`src/rtl/oc_alu_collector_if.sv`:
```
// Issue-stage, register-file read port and ALU dispatch bundle for oc_alu_collector.
// master = collector view, slave = surrounding pipeline view.
interface oc_alu_collector_if;
   logic         Valid_IB_OC;
   logic         Ready_OC_IB;
   logic [2:0]   WarpID_IB_OC;
   logic [31:0]  Instr_IB_OC;
   logic [7:0]   ActiveMask_IB_OC;
   logic [4:0]   Src1_IB_OC;
   logic         Src1_Used_IB_OC;
   logic [4:0]   Src2_IB_OC;
   logic         Src2_Used_IB_OC;
   logic [4:0]   Dst_IB_OC;
   logic [15:0]  Imme_IB_OC;
   logic         Imme_Valid_IB_OC;
   logic         RegWrite_IB_OC;
   logic [3:0]   ALUop_IB_OC;
   logic         BEQ_IB_OC;
   logic         BLT_IB_OC;
   logic [1:0]   ScbID_IB_OC;

   logic         RFReq_Valid_OC_RF;
   logic [2:0]   RFReq_WarpID_OC_RF;
   logic [4:0]   RFReq_Addr_OC_RF;
   logic         RFGrant_RF_OC;
   logic [255:0] RFRsp_Data_RF_OC;

   logic         Valid_OC_ALU;
   logic [7:0]   ActiveMask_OC_ALU;
   logic [2:0]   WarpID_OC_ALU;
   logic [31:0]  Instr_OC_ALU;
   logic [255:0] Src1_Data_OC_ALU;
   logic [255:0] Src2_Data_OC_ALU;
   logic [4:0]   Dst_OC_ALU;
   logic [15:0]  Imme_OC_ALU;
   logic         Imme_Valid_OC_ALU;
   logic         RegWrite_OC_ALU;
   logic [3:0]   ALUop_OC_ALU;
   logic         BEQ_OC_ALU;
   logic         BLT_OC_ALU;
   logic [1:0]   ScbID_OC_ALU;

   // Issue: transfer on Valid_IB_OC & Ready_OC_IB at a clock edge; Ready depends
   // on collector state only. RF: request held until RFGrant_RF_OC, data returns
   // the cycle after the grant. ALU: Valid_OC_ALU is a one-cycle strobe, no backpressure.
   modport master (
      input  Valid_IB_OC, WarpID_IB_OC, Instr_IB_OC, ActiveMask_IB_OC,
             Src1_IB_OC, Src1_Used_IB_OC, Src2_IB_OC, Src2_Used_IB_OC,
             Dst_IB_OC, Imme_IB_OC, Imme_Valid_IB_OC, RegWrite_IB_OC,
             ALUop_IB_OC, BEQ_IB_OC, BLT_IB_OC, ScbID_IB_OC,
             RFGrant_RF_OC, RFRsp_Data_RF_OC,
      output Ready_OC_IB,
             RFReq_Valid_OC_RF, RFReq_WarpID_OC_RF, RFReq_Addr_OC_RF,
             Valid_OC_ALU, ActiveMask_OC_ALU, WarpID_OC_ALU, Instr_OC_ALU,
             Src1_Data_OC_ALU, Src2_Data_OC_ALU, Dst_OC_ALU, Imme_OC_ALU,
             Imme_Valid_OC_ALU, RegWrite_OC_ALU, ALUop_OC_ALU,
             BEQ_OC_ALU, BLT_OC_ALU, ScbID_OC_ALU
   );

   modport slave (
      output Valid_IB_OC, WarpID_IB_OC, Instr_IB_OC, ActiveMask_IB_OC,
             Src1_IB_OC, Src1_Used_IB_OC, Src2_IB_OC, Src2_Used_IB_OC,
             Dst_IB_OC, Imme_IB_OC, Imme_Valid_IB_OC, RegWrite_IB_OC,
             ALUop_IB_OC, BEQ_IB_OC, BLT_IB_OC, ScbID_IB_OC,
             RFGrant_RF_OC, RFRsp_Data_RF_OC,
      input  Ready_OC_IB,
             RFReq_Valid_OC_RF, RFReq_WarpID_OC_RF, RFReq_Addr_OC_RF,
             Valid_OC_ALU, ActiveMask_OC_ALU, WarpID_OC_ALU, Instr_OC_ALU,
             Src1_Data_OC_ALU, Src2_Data_OC_ALU, Dst_OC_ALU, Imme_OC_ALU,
             Imme_Valid_OC_ALU, RegWrite_OC_ALU, ALUop_OC_ALU,
             BEQ_OC_ALU, BLT_OC_ALU, ScbID_OC_ALU
   );
endinterface

```
`src/rtl/oc_alu_collector.sv`:
```
// ALU operand collector: NUM_ENTRIES entries share one RF read port and dispatch to the ALU.
// Optional OC_R0_ZERO_EN: sources naming R0 are satisfied with zero at allocation.
module oc_alu_collector #(
   parameter int NUM_ENTRIES = 2
) (
   input  logic                       clk,
   input  logic                       rst,
   oc_alu_collector_if.master         bus,
   output logic [2*NUM_ENTRIES-1:0]   dbg_state_o
);
   localparam int IDX_W = (NUM_ENTRIES > 2) ? 2 : 1;

   typedef enum logic [1:0] {EMPTY = 2'd0, COLLECT = 2'd1, READY = 2'd2} ent_state_e;

   typedef struct packed {
      logic [2:0]   warp;
      logic [31:0]  instr;
      logic [7:0]   mask;
      logic [4:0]   src1;
      logic [4:0]   src2;
      logic         need1;
      logic         need2;
      logic         pend1;
      logic         pend2;
      logic [4:0]   dst;
      logic [15:0]  imme;
      logic         imme_valid;
      logic         regwrite;
      logic [3:0]   aluop;
      logic         beq;
      logic         blt;
      logic [1:0]   scb;
      logic [255:0] data1;
      logic [255:0] data2;
   } entry_t;

   typedef struct packed {
      logic [7:0]   mask;
      logic [2:0]   warp;
      logic [31:0]  instr;
      logic [255:0] data1;
      logic [255:0] data2;
      logic [4:0]   dst;
      logic [15:0]  imme;
      logic         imme_valid;
      logic         regwrite;
      logic [3:0]   aluop;
      logic         beq;
      logic         blt;
      logic [1:0]   scb;
   } alu_out_t;

   ent_state_e       state_q [NUM_ENTRIES];
   ent_state_e       state_d [NUM_ENTRIES];
   entry_t           ent_q   [NUM_ENTRIES];
   entry_t           ent_d   [NUM_ENTRIES];
   logic [IDX_W-1:0] rr_q, rr_d;
   logic [IDX_W-1:0] dp_q, dp_d;
   logic             tag_valid_q, tag_valid_d;
   logic [IDX_W-1:0] tag_idx_q, tag_idx_d;
   logic             tag_op_q, tag_op_d;
   alu_out_t         alu_q, alu_d;
   logic             alu_valid_q, alu_valid_d;

   logic             free_found;
   logic [IDX_W-1:0] free_idx;
   logic             req_found;
   logic [IDX_W-1:0] req_idx;
   logic             req_op;
   logic             dsp_found;
   logic [IDX_W-1:0] dsp_idx;
   logic [IDX_W-1:0] cand;
   logic             skip1, skip2;
   entry_t           new_ent;

`ifdef OC_R0_ZERO_EN
   assign skip1 = (bus.Src1_IB_OC == 5'd0);
   assign skip2 = (bus.Src2_IB_OC == 5'd0);
`else
   assign skip1 = 1'b0;
   assign skip2 = 1'b0;
`endif

   always_comb begin
      state_d     = state_q;
      ent_d       = ent_q;
      rr_d        = rr_q;
      dp_d        = dp_q;
      tag_valid_d = 1'b0;
      tag_idx_d   = tag_idx_q;
      tag_op_d    = tag_op_q;
      alu_d       = alu_q;
      alu_valid_d = 1'b0;
      free_found  = 1'b0;
      free_idx    = '0;
      req_found   = 1'b0;
      req_idx     = '0;
      req_op      = 1'b0;
      dsp_found   = 1'b0;
      dsp_idx     = '0;
      cand        = '0;
      new_ent     = '0;

      for (int i = 0; i < NUM_ENTRIES; i++) begin
         if (!free_found && state_q[i] == EMPTY) begin
            free_found = 1'b1;
            free_idx   = IDX_W'(i);
         end
      end

      // Read arbitration: round-robin over entries, src1 ahead of src2 within one.
      for (int i = 0; i < NUM_ENTRIES; i++) begin
         cand = IDX_W'((int'(rr_q) + i) % NUM_ENTRIES);
         if (!req_found && state_q[cand] == COLLECT) begin
            if (ent_q[cand].need1 && !ent_q[cand].pend1) begin
               req_found = 1'b1;
               req_idx   = cand;
               req_op    = 1'b0;
            end else if (ent_q[cand].need2 && !ent_q[cand].pend2) begin
               req_found = 1'b1;
               req_idx   = cand;
               req_op    = 1'b1;
            end
         end
      end

      if (req_found && bus.RFGrant_RF_OC) begin
         tag_valid_d = 1'b1;
         tag_idx_d   = req_idx;
         tag_op_d    = req_op;
         if (req_op) ent_d[req_idx].pend2 = 1'b1;
         else        ent_d[req_idx].pend1 = 1'b1;
         rr_d = IDX_W'((int'(req_idx) + 1) % NUM_ENTRIES);
      end

      if (tag_valid_q) begin
         if (tag_op_q) begin
            ent_d[tag_idx_q].data2 = bus.RFRsp_Data_RF_OC;
            ent_d[tag_idx_q].need2 = 1'b0;
            ent_d[tag_idx_q].pend2 = 1'b0;
         end else begin
            ent_d[tag_idx_q].data1 = bus.RFRsp_Data_RF_OC;
            ent_d[tag_idx_q].need1 = 1'b0;
            ent_d[tag_idx_q].pend1 = 1'b0;
         end
         if (!ent_d[tag_idx_q].need1 && !ent_d[tag_idx_q].need2)
            state_d[tag_idx_q] = READY;
      end

      for (int i = 0; i < NUM_ENTRIES; i++) begin
         cand = IDX_W'((int'(dp_q) + i) % NUM_ENTRIES);
         if (!dsp_found && state_q[cand] == READY) begin
            dsp_found = 1'b1;
            dsp_idx   = cand;
         end
      end

      if (dsp_found) begin
         alu_valid_d      = 1'b1;
         alu_d.mask       = ent_q[dsp_idx].mask;
         alu_d.warp       = ent_q[dsp_idx].warp;
         alu_d.instr      = ent_q[dsp_idx].instr;
         alu_d.data1      = ent_q[dsp_idx].data1;
         alu_d.data2      = ent_q[dsp_idx].data2;
         alu_d.dst        = ent_q[dsp_idx].dst;
         alu_d.imme       = ent_q[dsp_idx].imme;
         alu_d.imme_valid = ent_q[dsp_idx].imme_valid;
         alu_d.regwrite   = ent_q[dsp_idx].regwrite;
         alu_d.aluop      = ent_q[dsp_idx].aluop;
         alu_d.beq        = ent_q[dsp_idx].beq;
         alu_d.blt        = ent_q[dsp_idx].blt;
         alu_d.scb        = ent_q[dsp_idx].scb;
         state_d[dsp_idx] = EMPTY;
         dp_d             = IDX_W'((int'(dsp_idx) + 1) % NUM_ENTRIES);
      end

      // The allocated slot is EMPTY now, so it never collides with dispatch or a response.
      if (bus.Valid_IB_OC && free_found) begin
         new_ent.warp       = bus.WarpID_IB_OC;
         new_ent.instr      = bus.Instr_IB_OC;
         new_ent.mask       = bus.ActiveMask_IB_OC;
         new_ent.src1       = bus.Src1_IB_OC;
         new_ent.src2       = bus.Src2_IB_OC;
         new_ent.need1      = bus.Src1_Used_IB_OC & ~skip1;
         new_ent.need2      = bus.Src2_Used_IB_OC & ~skip2;
         new_ent.dst        = bus.Dst_IB_OC;
         new_ent.imme       = bus.Imme_IB_OC;
         new_ent.imme_valid = bus.Imme_Valid_IB_OC;
         new_ent.regwrite   = bus.RegWrite_IB_OC;
         new_ent.aluop      = bus.ALUop_IB_OC;
         new_ent.beq        = bus.BEQ_IB_OC;
         new_ent.blt        = bus.BLT_IB_OC;
         new_ent.scb        = bus.ScbID_IB_OC;
         ent_d[free_idx]    = new_ent;
         state_d[free_idx]  = (new_ent.need1 || new_ent.need2) ? COLLECT : READY;
      end
   end

   always_ff @(posedge clk or negedge rst) begin
      if (!rst) begin
         for (int i = 0; i < NUM_ENTRIES; i++) begin
            state_q[i] <= EMPTY;
            ent_q[i]   <= '0;
         end
         rr_q        <= '0;
         dp_q        <= '0;
         tag_valid_q <= 1'b0;
         tag_idx_q   <= '0;
         tag_op_q    <= 1'b0;
         alu_q       <= '0;
         alu_valid_q <= 1'b0;
      end else begin
         state_q     <= state_d;
         ent_q       <= ent_d;
         rr_q        <= rr_d;
         dp_q        <= dp_d;
         tag_valid_q <= tag_valid_d;
         tag_idx_q   <= tag_idx_d;
         tag_op_q    <= tag_op_d;
         alu_q       <= alu_d;
         alu_valid_q <= alu_valid_d;
      end
   end

   always_comb begin
      dbg_state_o = '0;
      for (int i = 0; i < NUM_ENTRIES; i++) dbg_state_o[2*i +: 2] = state_q[i];
   end

   assign bus.Ready_OC_IB        = free_found;
   assign bus.RFReq_Valid_OC_RF  = req_found;
   assign bus.RFReq_WarpID_OC_RF = ent_q[req_idx].warp;
   assign bus.RFReq_Addr_OC_RF   = req_op ? ent_q[req_idx].src2 : ent_q[req_idx].src1;

   assign bus.Valid_OC_ALU      = alu_valid_q;
   assign bus.ActiveMask_OC_ALU = alu_q.mask;
   assign bus.WarpID_OC_ALU     = alu_q.warp;
   assign bus.Instr_OC_ALU      = alu_q.instr;
   assign bus.Src1_Data_OC_ALU  = alu_q.data1;
   assign bus.Src2_Data_OC_ALU  = alu_q.data2;
   assign bus.Dst_OC_ALU        = alu_q.dst;
   assign bus.Imme_OC_ALU       = alu_q.imme;
   assign bus.Imme_Valid_OC_ALU = alu_q.imme_valid;
   assign bus.RegWrite_OC_ALU   = alu_q.regwrite;
   assign bus.ALUop_OC_ALU      = alu_q.aluop;
   assign bus.BEQ_OC_ALU        = alu_q.beq;
   assign bus.BLT_OC_ALU        = alu_q.blt;
   assign bus.ScbID_OC_ALU      = alu_q.scb;
endmodule

```
`src/flat_wrapper.sv`:
```
// flat-port wrapper written by rule: the top's interface ports become plain ports
module oc_alu_collector_flat 
#(
   parameter int NUM_ENTRIES = 2
)
  (clk, rst, dbg_state_o, bus_Valid_IB_OC, bus_WarpID_IB_OC, bus_Instr_IB_OC, bus_ActiveMask_IB_OC, bus_Src1_IB_OC, bus_Src1_Used_IB_OC, bus_Src2_IB_OC, bus_Src2_Used_IB_OC, bus_Dst_IB_OC, bus_Imme_IB_OC, bus_Imme_Valid_IB_OC, bus_RegWrite_IB_OC, bus_ALUop_IB_OC, bus_BEQ_IB_OC, bus_BLT_IB_OC, bus_ScbID_IB_OC, bus_RFGrant_RF_OC, bus_RFRsp_Data_RF_OC, bus_Ready_OC_IB, bus_RFReq_Valid_OC_RF, bus_RFReq_WarpID_OC_RF, bus_RFReq_Addr_OC_RF, bus_Valid_OC_ALU, bus_ActiveMask_OC_ALU, bus_WarpID_OC_ALU, bus_Instr_OC_ALU, bus_Src1_Data_OC_ALU, bus_Src2_Data_OC_ALU, bus_Dst_OC_ALU, bus_Imme_OC_ALU, bus_Imme_Valid_OC_ALU, bus_RegWrite_OC_ALU, bus_ALUop_OC_ALU, bus_BEQ_OC_ALU, bus_BLT_OC_ALU, bus_ScbID_OC_ALU);
  oc_alu_collector_if bus_i ();
  input  logic clk;
  input  logic rst;
  output logic [2*NUM_ENTRIES-1:0] dbg_state_o;
  input wire logic [$bits(bus_i.Valid_IB_OC)-1:0] bus_Valid_IB_OC;
  input wire logic [$bits(bus_i.WarpID_IB_OC)-1:0] bus_WarpID_IB_OC;
  input wire logic [$bits(bus_i.Instr_IB_OC)-1:0] bus_Instr_IB_OC;
  input wire logic [$bits(bus_i.ActiveMask_IB_OC)-1:0] bus_ActiveMask_IB_OC;
  input wire logic [$bits(bus_i.Src1_IB_OC)-1:0] bus_Src1_IB_OC;
  input wire logic [$bits(bus_i.Src1_Used_IB_OC)-1:0] bus_Src1_Used_IB_OC;
  input wire logic [$bits(bus_i.Src2_IB_OC)-1:0] bus_Src2_IB_OC;
  input wire logic [$bits(bus_i.Src2_Used_IB_OC)-1:0] bus_Src2_Used_IB_OC;
  input wire logic [$bits(bus_i.Dst_IB_OC)-1:0] bus_Dst_IB_OC;
  input wire logic [$bits(bus_i.Imme_IB_OC)-1:0] bus_Imme_IB_OC;
  input wire logic [$bits(bus_i.Imme_Valid_IB_OC)-1:0] bus_Imme_Valid_IB_OC;
  input wire logic [$bits(bus_i.RegWrite_IB_OC)-1:0] bus_RegWrite_IB_OC;
  input wire logic [$bits(bus_i.ALUop_IB_OC)-1:0] bus_ALUop_IB_OC;
  input wire logic [$bits(bus_i.BEQ_IB_OC)-1:0] bus_BEQ_IB_OC;
  input wire logic [$bits(bus_i.BLT_IB_OC)-1:0] bus_BLT_IB_OC;
  input wire logic [$bits(bus_i.ScbID_IB_OC)-1:0] bus_ScbID_IB_OC;
  input wire logic [$bits(bus_i.RFGrant_RF_OC)-1:0] bus_RFGrant_RF_OC;
  input wire logic [$bits(bus_i.RFRsp_Data_RF_OC)-1:0] bus_RFRsp_Data_RF_OC;
  output wire logic [$bits(bus_i.Ready_OC_IB)-1:0] bus_Ready_OC_IB;
  output wire logic [$bits(bus_i.RFReq_Valid_OC_RF)-1:0] bus_RFReq_Valid_OC_RF;
  output wire logic [$bits(bus_i.RFReq_WarpID_OC_RF)-1:0] bus_RFReq_WarpID_OC_RF;
  output wire logic [$bits(bus_i.RFReq_Addr_OC_RF)-1:0] bus_RFReq_Addr_OC_RF;
  output wire logic [$bits(bus_i.Valid_OC_ALU)-1:0] bus_Valid_OC_ALU;
  output wire logic [$bits(bus_i.ActiveMask_OC_ALU)-1:0] bus_ActiveMask_OC_ALU;
  output wire logic [$bits(bus_i.WarpID_OC_ALU)-1:0] bus_WarpID_OC_ALU;
  output wire logic [$bits(bus_i.Instr_OC_ALU)-1:0] bus_Instr_OC_ALU;
  output wire logic [$bits(bus_i.Src1_Data_OC_ALU)-1:0] bus_Src1_Data_OC_ALU;
  output wire logic [$bits(bus_i.Src2_Data_OC_ALU)-1:0] bus_Src2_Data_OC_ALU;
  output wire logic [$bits(bus_i.Dst_OC_ALU)-1:0] bus_Dst_OC_ALU;
  output wire logic [$bits(bus_i.Imme_OC_ALU)-1:0] bus_Imme_OC_ALU;
  output wire logic [$bits(bus_i.Imme_Valid_OC_ALU)-1:0] bus_Imme_Valid_OC_ALU;
  output wire logic [$bits(bus_i.RegWrite_OC_ALU)-1:0] bus_RegWrite_OC_ALU;
  output wire logic [$bits(bus_i.ALUop_OC_ALU)-1:0] bus_ALUop_OC_ALU;
  output wire logic [$bits(bus_i.BEQ_OC_ALU)-1:0] bus_BEQ_OC_ALU;
  output wire logic [$bits(bus_i.BLT_OC_ALU)-1:0] bus_BLT_OC_ALU;
  output wire logic [$bits(bus_i.ScbID_OC_ALU)-1:0] bus_ScbID_OC_ALU;
  assign bus_i.Valid_IB_OC = bus_Valid_IB_OC;
  assign bus_i.WarpID_IB_OC = bus_WarpID_IB_OC;
  assign bus_i.Instr_IB_OC = bus_Instr_IB_OC;
  assign bus_i.ActiveMask_IB_OC = bus_ActiveMask_IB_OC;
  assign bus_i.Src1_IB_OC = bus_Src1_IB_OC;
  assign bus_i.Src1_Used_IB_OC = bus_Src1_Used_IB_OC;
  assign bus_i.Src2_IB_OC = bus_Src2_IB_OC;
  assign bus_i.Src2_Used_IB_OC = bus_Src2_Used_IB_OC;
  assign bus_i.Dst_IB_OC = bus_Dst_IB_OC;
  assign bus_i.Imme_IB_OC = bus_Imme_IB_OC;
  assign bus_i.Imme_Valid_IB_OC = bus_Imme_Valid_IB_OC;
  assign bus_i.RegWrite_IB_OC = bus_RegWrite_IB_OC;
  assign bus_i.ALUop_IB_OC = bus_ALUop_IB_OC;
  assign bus_i.BEQ_IB_OC = bus_BEQ_IB_OC;
  assign bus_i.BLT_IB_OC = bus_BLT_IB_OC;
  assign bus_i.ScbID_IB_OC = bus_ScbID_IB_OC;
  assign bus_i.RFGrant_RF_OC = bus_RFGrant_RF_OC;
  assign bus_i.RFRsp_Data_RF_OC = bus_RFRsp_Data_RF_OC;
  assign bus_Ready_OC_IB = bus_i.Ready_OC_IB;
  assign bus_RFReq_Valid_OC_RF = bus_i.RFReq_Valid_OC_RF;
  assign bus_RFReq_WarpID_OC_RF = bus_i.RFReq_WarpID_OC_RF;
  assign bus_RFReq_Addr_OC_RF = bus_i.RFReq_Addr_OC_RF;
  assign bus_Valid_OC_ALU = bus_i.Valid_OC_ALU;
  assign bus_ActiveMask_OC_ALU = bus_i.ActiveMask_OC_ALU;
  assign bus_WarpID_OC_ALU = bus_i.WarpID_OC_ALU;
  assign bus_Instr_OC_ALU = bus_i.Instr_OC_ALU;
  assign bus_Src1_Data_OC_ALU = bus_i.Src1_Data_OC_ALU;
  assign bus_Src2_Data_OC_ALU = bus_i.Src2_Data_OC_ALU;
  assign bus_Dst_OC_ALU = bus_i.Dst_OC_ALU;
  assign bus_Imme_OC_ALU = bus_i.Imme_OC_ALU;
  assign bus_Imme_Valid_OC_ALU = bus_i.Imme_Valid_OC_ALU;
  assign bus_RegWrite_OC_ALU = bus_i.RegWrite_OC_ALU;
  assign bus_ALUop_OC_ALU = bus_i.ALUop_OC_ALU;
  assign bus_BEQ_OC_ALU = bus_i.BEQ_OC_ALU;
  assign bus_BLT_OC_ALU = bus_i.BLT_OC_ALU;
  assign bus_ScbID_OC_ALU = bus_i.ScbID_OC_ALU;
  oc_alu_collector #(.NUM_ENTRIES(NUM_ENTRIES)) u_core (.clk(clk), .rst(rst), .bus(bus_i), .dbg_state_o(dbg_state_o));
endmodule
```
`config.mk`:
```
export PLATFORM = sky130hd
export DESIGN_NAME = oc_alu_collector_flat
export DESIGN_NICKNAME = d
export VERILOG_FILES = /design/src/rtl/oc_alu_collector_if.sv /design/src/rtl/oc_alu_collector.sv /design/src/flat_wrapper.sv
export SDC_FILE = /design/constraint.sdc
export NUM_CORES = 2
export LEC_CHECK = 0
export CORE_MARGIN = 1.5
export CORE_UTILIZATION = 41
export DETAILED_ROUTE_END_ITERATION = 8
export SYNTH_ARGS = -nofsm -noshare
export SYNTH_HDL_FRONTEND = slang
export SYNTH_SLANG_ARGS = --single-unit
export TNS_END_PERCENT = 30
```
`constraint.sdc`:
```
create_clock -name clk -period 1.99 [get_ports clk]
set_input_delay 0.199 -clock clk [delete_from_list [all_inputs] [get_ports clk]]
set_output_delay 0.199 -clock clk [all_outputs]
set_load 0.01 [all_outputs]
```
## After elaboration in Yosys (flattened, before gate mapping)

Cells that the tools add are included.

- Multiplexer cells: 99
- Bitwise logic cells: 13
- Equal/unequal tests: 4
- Reduce and logical (&&, ||, !) cells: 26
- Magnitude comparators: 12
- Add/subtract/negate cells: 4

Operators with widths:

| cell | number |
|---|---|
| bitwise mux 1200 bit | 9 |
| two-way mux 1200 bit | 6 |
| two-way mux 547 bit | 10 |
| demux 600 bit (select 1 bit) | 9 |
| two-way mux 600 bit | 7 |
| two-way mux 545 bit | 2 |
| two-way mux 544 bit | 2 |
| two-way mux 546 bit | 1 |
| two-way mux 512 bit | 1 |
| two-way mux 256 bit | 1 |
| two-way mux 2 bit | 16 |
| two-way mux 1 bit | 26 |
| >= comparator 2 bit (second input constant) | 8 |
| two-way mux 4 bit | 4 |
| NOT 1 -> 2 bit | 8 |
| logical AND 1 bit | 14 |
| zero test 1 bit | 9 |
| < comparator 2 x 1 -> 1 bit (second input constant) | 4 |
| demux 2 bit (select 1 bit) | 3 |
| two-way mux 5 bit | 1 |
| adder 1 bit (second input constant) | 4 |
| AND 4 bit | 1 |
| bitwise mux 4 bit | 1 |
| equality test 2 x 1 -> 1 bit (second input constant) | 2 |
| 7 further kinds | 9 |

- Logic and storage cells: 217
- Input port bits: 346
- Output and inout port bits: 601
- Flip-flop bits (word level): 1796

## Longest topological paths before layout

- Word-level depth: 36
- Mapped depth: 9

## Worst setup path before layout

OpenSTA, ideal clock, no wires.

- Path kind: register -> output
- Start point: register u_core.state_q (netlist bit u_core.dbg_state_o[1])
- End point: output bus_RFReq_Addr_OC_RF[1]
- Path slack: -84 ps
- Path buffers: 2
- Data arrival time: 1875 ps
- Cell stages (with the launch flop): 7
- Path through: dfrtp_1 > buf_4 > nor3b_2 > o21ai_0 > o2111ai_1 > buf_2 > mux4_2

- Longest elaborated chain between the ends: 13
- Elaborated cells between the ends (all ways): 24

RTL lines:

| what | RTL line | source |
|---|---|---|
| start, declared | oc_alu_collector.sv:53 | `ent_state_e state_q [NUM_ENTRIES];` |
| start signal, assigned | oc_alu_collector.sv:213 | `state_q <= state_d;` |
| two-way mux 2 bit (not written as such) (3 in a row) | oc_alu_collector.sv:114 | `if (!req_found && state_q[cand] == COLLECT) begin` |
| equality test 2 x 1 -> 1 bit | oc_alu_collector.sv:114 |  |
| two-way mux 1 bit | oc_alu_collector.sv:114 |  |
| two-way mux 1 bit / zero test 1 bit (equally long branches) | oc_alu_collector.sv:119, oc_alu_collector.sv:114 |  |
| two-way mux 1 bit / logical AND 1 bit (equally long branches) | oc_alu_collector.sv:115, oc_alu_collector.sv:114 |  |
| two-way mux 1 bit | oc_alu_collector.sv:114 |  |
| NOT 1 -> 2 bit (not written as such) | oc_alu_collector.sv:233 | `assign bus.RFReq_Addr_OC_RF = req_op ? ent_q[req_idx].src2 : ent_q[req_idx].src1;` |
| two-way mux 600 bit (3 in a row) | -- |  |
| two-way mux 5 bit (*) | oc_alu_collector.sv:233 |  |
| end, declared | flat_wrapper.sv:32 | `output wire logic [$bits(bus_i.RFReq_Addr_OC_RF)-1:0] bus_RFReq_Addr_OC_RF;` |

Mark *: on every way between the ends. The rest lies on a longest branch, timed or not. The select of a mux whose other input is x is not followed.

## Worst setup path in the final report

- Start point: register u_core.rr_q
- End point: output bus_RFReq_Addr_OC_RF[3]

- Longest elaborated chain between the ends: 17
- Elaborated cells between the ends (all ways): 46

RTL lines:

| what | RTL line | source |
|---|---|---|
| start, declared | oc_alu_collector.sv:57 | `logic [IDX_W-1:0] rr_q, rr_d;` |
| start signal, assigned | oc_alu_collector.sv:215 | `rr_q <= rr_d;` |
| NOT 1 -> 2 bit (not written as such) | oc_alu_collector.sv:114, oc_alu_collector.sv:115, oc_alu_collector.sv:119 |  |
| two-way mux 547 bit (not written as such) (3 in a row) | oc_alu_collector.sv:119 | `end else if (ent_q[cand].need2 && !ent_q[cand].pend2) begin` |
| zero test 1 bit | oc_alu_collector.sv:119 |  |
| logical AND 1 bit | oc_alu_collector.sv:119 |  |
| two-way mux 1 bit | oc_alu_collector.sv:119 |  |
| two-way mux 1 bit | oc_alu_collector.sv:115 | `if (ent_q[cand].need1 && !ent_q[cand].pend1) begin` |
| two-way mux 1 bit | oc_alu_collector.sv:114 |  |
| two-way mux 1 bit / zero test 1 bit (equally long branches) | oc_alu_collector.sv:119, oc_alu_collector.sv:114 |  |
| two-way mux 1 bit / logical AND 1 bit (equally long branches) | oc_alu_collector.sv:115, oc_alu_collector.sv:114 |  |
| two-way mux 1 bit | oc_alu_collector.sv:114 |  |
| NOT 1 -> 2 bit (not written as such) | oc_alu_collector.sv:233 |  |
| two-way mux 600 bit (3 in a row) | -- |  |
| two-way mux 5 bit (*) | oc_alu_collector.sv:233 |  |

Marks and branches as above.

==> flow_metrics.py <==
metrics = {
    "setup_path": {
        "path_cells": "buf_6 > and3b_2 > o41ai_2 > and2_4 > buf_12 > mux4_2 > buf_6",
        "end_kind": "output pin",
        "cp_slowest_cell": "dfrtp_2",
        "r2r_start": "u_core.rr_q$_DFFE_PN0N_",
        "crit_start": "u_core.rr_q$_DFFE_PN0N_",
        "reg2reg_depth": 7,
        "crit_path_end": "bus_RFReq_Addr_OC_RF[3]",
        "crit_path_max_fanout": 5,
        "start_kind": "flip-flop",
        "required_ns": 1.79,
        "cp.arrival_ns": 2.81,
        "crit_top_cell": "buf_6",
        "worstSetupPathType": "reg -> out",
        "slowest_delay_ns": 0.45,
        "r2r_end": "u_core.tag_op_q$_DFFE_PN0N_",
        "r2r_setup_slack_ns": -0.11,
    },
    "pwr": {
        "power_density_nw_per_um2": 1450,
        "p_leak_nw": 47.1,
        "power_mw": 141,
        "peakVddDrop_uv": 951,
    },
    "global_routing": {
        "overflow": 0,
        "grt_first_pass_wirelength_um": 382000,
        "grt_pass1_vias": 60400,
        "grt_max_degree": 89,
        "grt_usage_pct": 28.1,
        "antenna_found_initial": 18,
    },
    "sta": {
        "setup_viol": 64,
        "period_needed_ns": 3.01,
        "drv_slew": 0,
        "min_period_over_period_pct": 151,
        "rsz0062_at_grt": "yes",
        "relSlewSlack_pct": 61.8,
        "fin_worst_skew_ns": 0.0336,
        "tightestPinTransition_ns": 0.573,
        "worst_slack_ns": -1.02,
        "hold_violations": 0,
        "whs_ns": 0.0726,
        "fmax_mhz": 332,
        "tns_ns": -8.75,
    },
    "clocking": {
        "cts-buffers-inserted": 189,
        "cts_tree": "yes",
        "clock_tree.buffer_depth": 3,
        "clock_latency_ns": 0.84,
        "cts.clk_slew.worst_paths_ns": 0.06,
        "cts-root-buf": "clkbuf_16",
        "cts.sinks": 1796,
        "h-tree-depth": 4,
    },
    "flow_run": {
        "drv_cap": 0,
    },
    "floorplanning": {
        "die_area_sq_um": 177000,
        "core_sq_um": 174000,
        "io_pins": 947,
        "initial_core_util_pct": 41.2,
        "num_rows": 153,
        "die_x_um": 421,
        "chipHeight_um": 421,
    },
    "synth": {
        "synthCells": 7639,
        "yosysSeqAreaShare_pct": 62.8,
        "avgSynthCellArea_sq_um": 9.37,
        "synth_flop_cell": "dfrtp_1",
        "ys_async_sr_fraction_pct": 100,
        "syn_nets": 7985,
        "yosysWarnings": 0,
        "ys_ff_latch": 1796,
        "syn_area_sq_um": 71600,
        "synth-edff-count": 0,
        "synth_cell_type_count": 43,
    },
    "routing": {
        "ant_nets": 0,
        "viasPerCell": 5.45,
        "firstDrtPassIters": 8,
        "drc": 0,
        "drt_iter0_drc": 6135,
        "wirelength_um": 265000,
        "wl_per_cell_um": 23.3,
        "dr_total_vias": 62000,
    },
    "final_layout": {
        "fin_util_pct": 55.7,
        "layout-drive-gt1-share_pct": 10.5,
        "final_cell_mix": "3477 x nand2_1, 1755 x dfrtp_1, 1026 x a21oi_1",
        "final_common_cell": "nand2_1",
        "final_nets": 9238,
        "area_growth_pct": 35.2,
    },
    "placement": {
        "port-buffer-count": 946,
        "place_congestion": 0.854,
        "pre_cts_ws_ns": -0.590,
        "dpl.hpwl_um": 167000,
    },
    "status": {
        "status": "finished, violations left",
        "violations": "negative setup slack",
    },
    "hold_path": {
        "hp-class": "in -> reg",
    },
}
## layout make-up
class,count,area [sq um]
fillers,15400,76900
clock inverters,40,629
flip-flops and latches,1796,45000
repair buffers,1635,17900
multi-input cells,5263,24500
diodes,8,20.0
clock buffers,298,5730
inverters,7,26.3
well taps,2325,2910
## worst min path at each step
stage / start / end / cells past startpoint
after floorplan: rst / u_core.bus.ALUop_OC_ALU[0]$_DFFE_PN0N_ / 0
after global placement: rst / u_core.ent_q[294]$_DFF_PN0_ / 1
after detailed placement: rst / u_core.ent_q[294]$_DFF_PN0_ / 1
after CTS: bus_RFRsp_Data_RF_OC[30] / u_core.ent_q[886]$_DFF_PN0_ / 3
after global routing: bus_RFRsp_Data_RF_OC[39] / u_core.ent_q[639]$_DFF_PN0_ / 3
final: bus_RFRsp_Data_RF_OC[163] / u_core.ent_q[419]$_DFF_PN0_ / 3
## state kept, by name, indices dropped and copies added (netlist names)
register	flops
u_core.bus.ActiveMask_OC_ALU	8
u_core.bus.BEQ_OC_ALU	1
u_core.tag_op_q	1
u_core.bus.RegWrite_OC_ALU	1
u_core.ent_q	1200
u_core.tag_idx_q	1
u_core.bus.Instr_OC_ALU	32
u_core.bus.ALUop_OC_ALU	4
u_core.bus.BLT_OC_ALU	1
u_core.rr_q	1
u_core.bus.Dst_OC_ALU	5
u_core.dp_q	1
u_core.bus.Imme_OC_ALU	16
u_core.tag_valid_q	1
u_core.bus.WarpID_OC_ALU	3
u_core.bus.ScbID_OC_ALU	2
u_core.bus.Src2_Data_OC_ALU	256
u_core.dbg_state_o	4
u_core.bus.Src1_Data_OC_ALU	256
u_core.bus.Valid_OC_ALU	1
u_core.bus.Imme_Valid_OC_ALU	1
## metrics by stage
step,cells,instance area [sq um]
floorplan,7639,71600
global placement,10700,87000
detailed placement,10700,87000
CTS,11300,95200
global route,11400,96700
finish,11400,96700
## synth_stat cells, types with 4 or more instances
| library cell | number | area share [%] |
|---|---|---|
| nor3b_1 | 6 | 0.063 |
| buf_1 | 42 | 0.22 |
| a22oi_1 | 586 | 6.1 |
| nor2b_1 | 8 | 0.070 |
| buf_2 | 170 | 1.2 |
| o22ai_1 | 5 | 0.044 |
| nand2_1 | 3487 | 18 |
| a21oi_1 | 1028 | 7.2 |
| clkbuf_1 | 357 | 1.9 |
| mux2_2 | 88 | 1.4 |
| dfrtp_1 | 1796 | 63 |
| and3b_2 | 4 | 0.056 |
| nor2_1 | 12 | 0.063 |
| inv_1 | 6 | 0.031 |
## what timing repair did
item / CTS / global route
pin swaps: 6 / 10
buffers inserted: 13 / 20
hold buffers: 230 / 0
endpoints found under the hold margin: 2242 / 0
gates resized for setup: 702 / 90
cloned: 0 / 41
endpoints found under the setup margin: 629 / 459
## report_power, final
part	internal, mW	leakage (nW)	total [mW]	switching (mW)
combinational	19.9	20.1	46.6	26.6
sequential	49.5	23.8	57.6	8.10
clock	21.3	3.12	36.3	15.0
total	90.7	47.1	141	49.8
## worst max-delay path, delay by kind of cell (launching register included)
family	cells	cell delay [ns]
and+or+nand+nor	2	0.44
muxes	1	0.31
buffers and inverters	3	0.42
AOI/OAI and AO/OA	1	0.34
DFF	1	0.45
## routing by layer
layer / up-vias / track usage [%] / share of wire, %
li1: 27700 / - / -
met5: - / 0 / 0.030
met3: 474 / 4.61 / 6.7
met4: 14 / 13.5 / 5.0
met1: 31300 / 37.9 / 42
met2: 2538 / 44.2 / 47
## logic make-up after synthesis
kind of cell | Yosys count | synth area share [%]
flip-flops | 1796 | 62.8
buffers and inverters | 580 | 3.37
multiplexers | 94 | 1.57
AO/OA/AOI/OAI | 1639 | 13.6
AND/OR/NAND/NOR | 3530 | 18.7
Power figures use the tool's default switching activity.
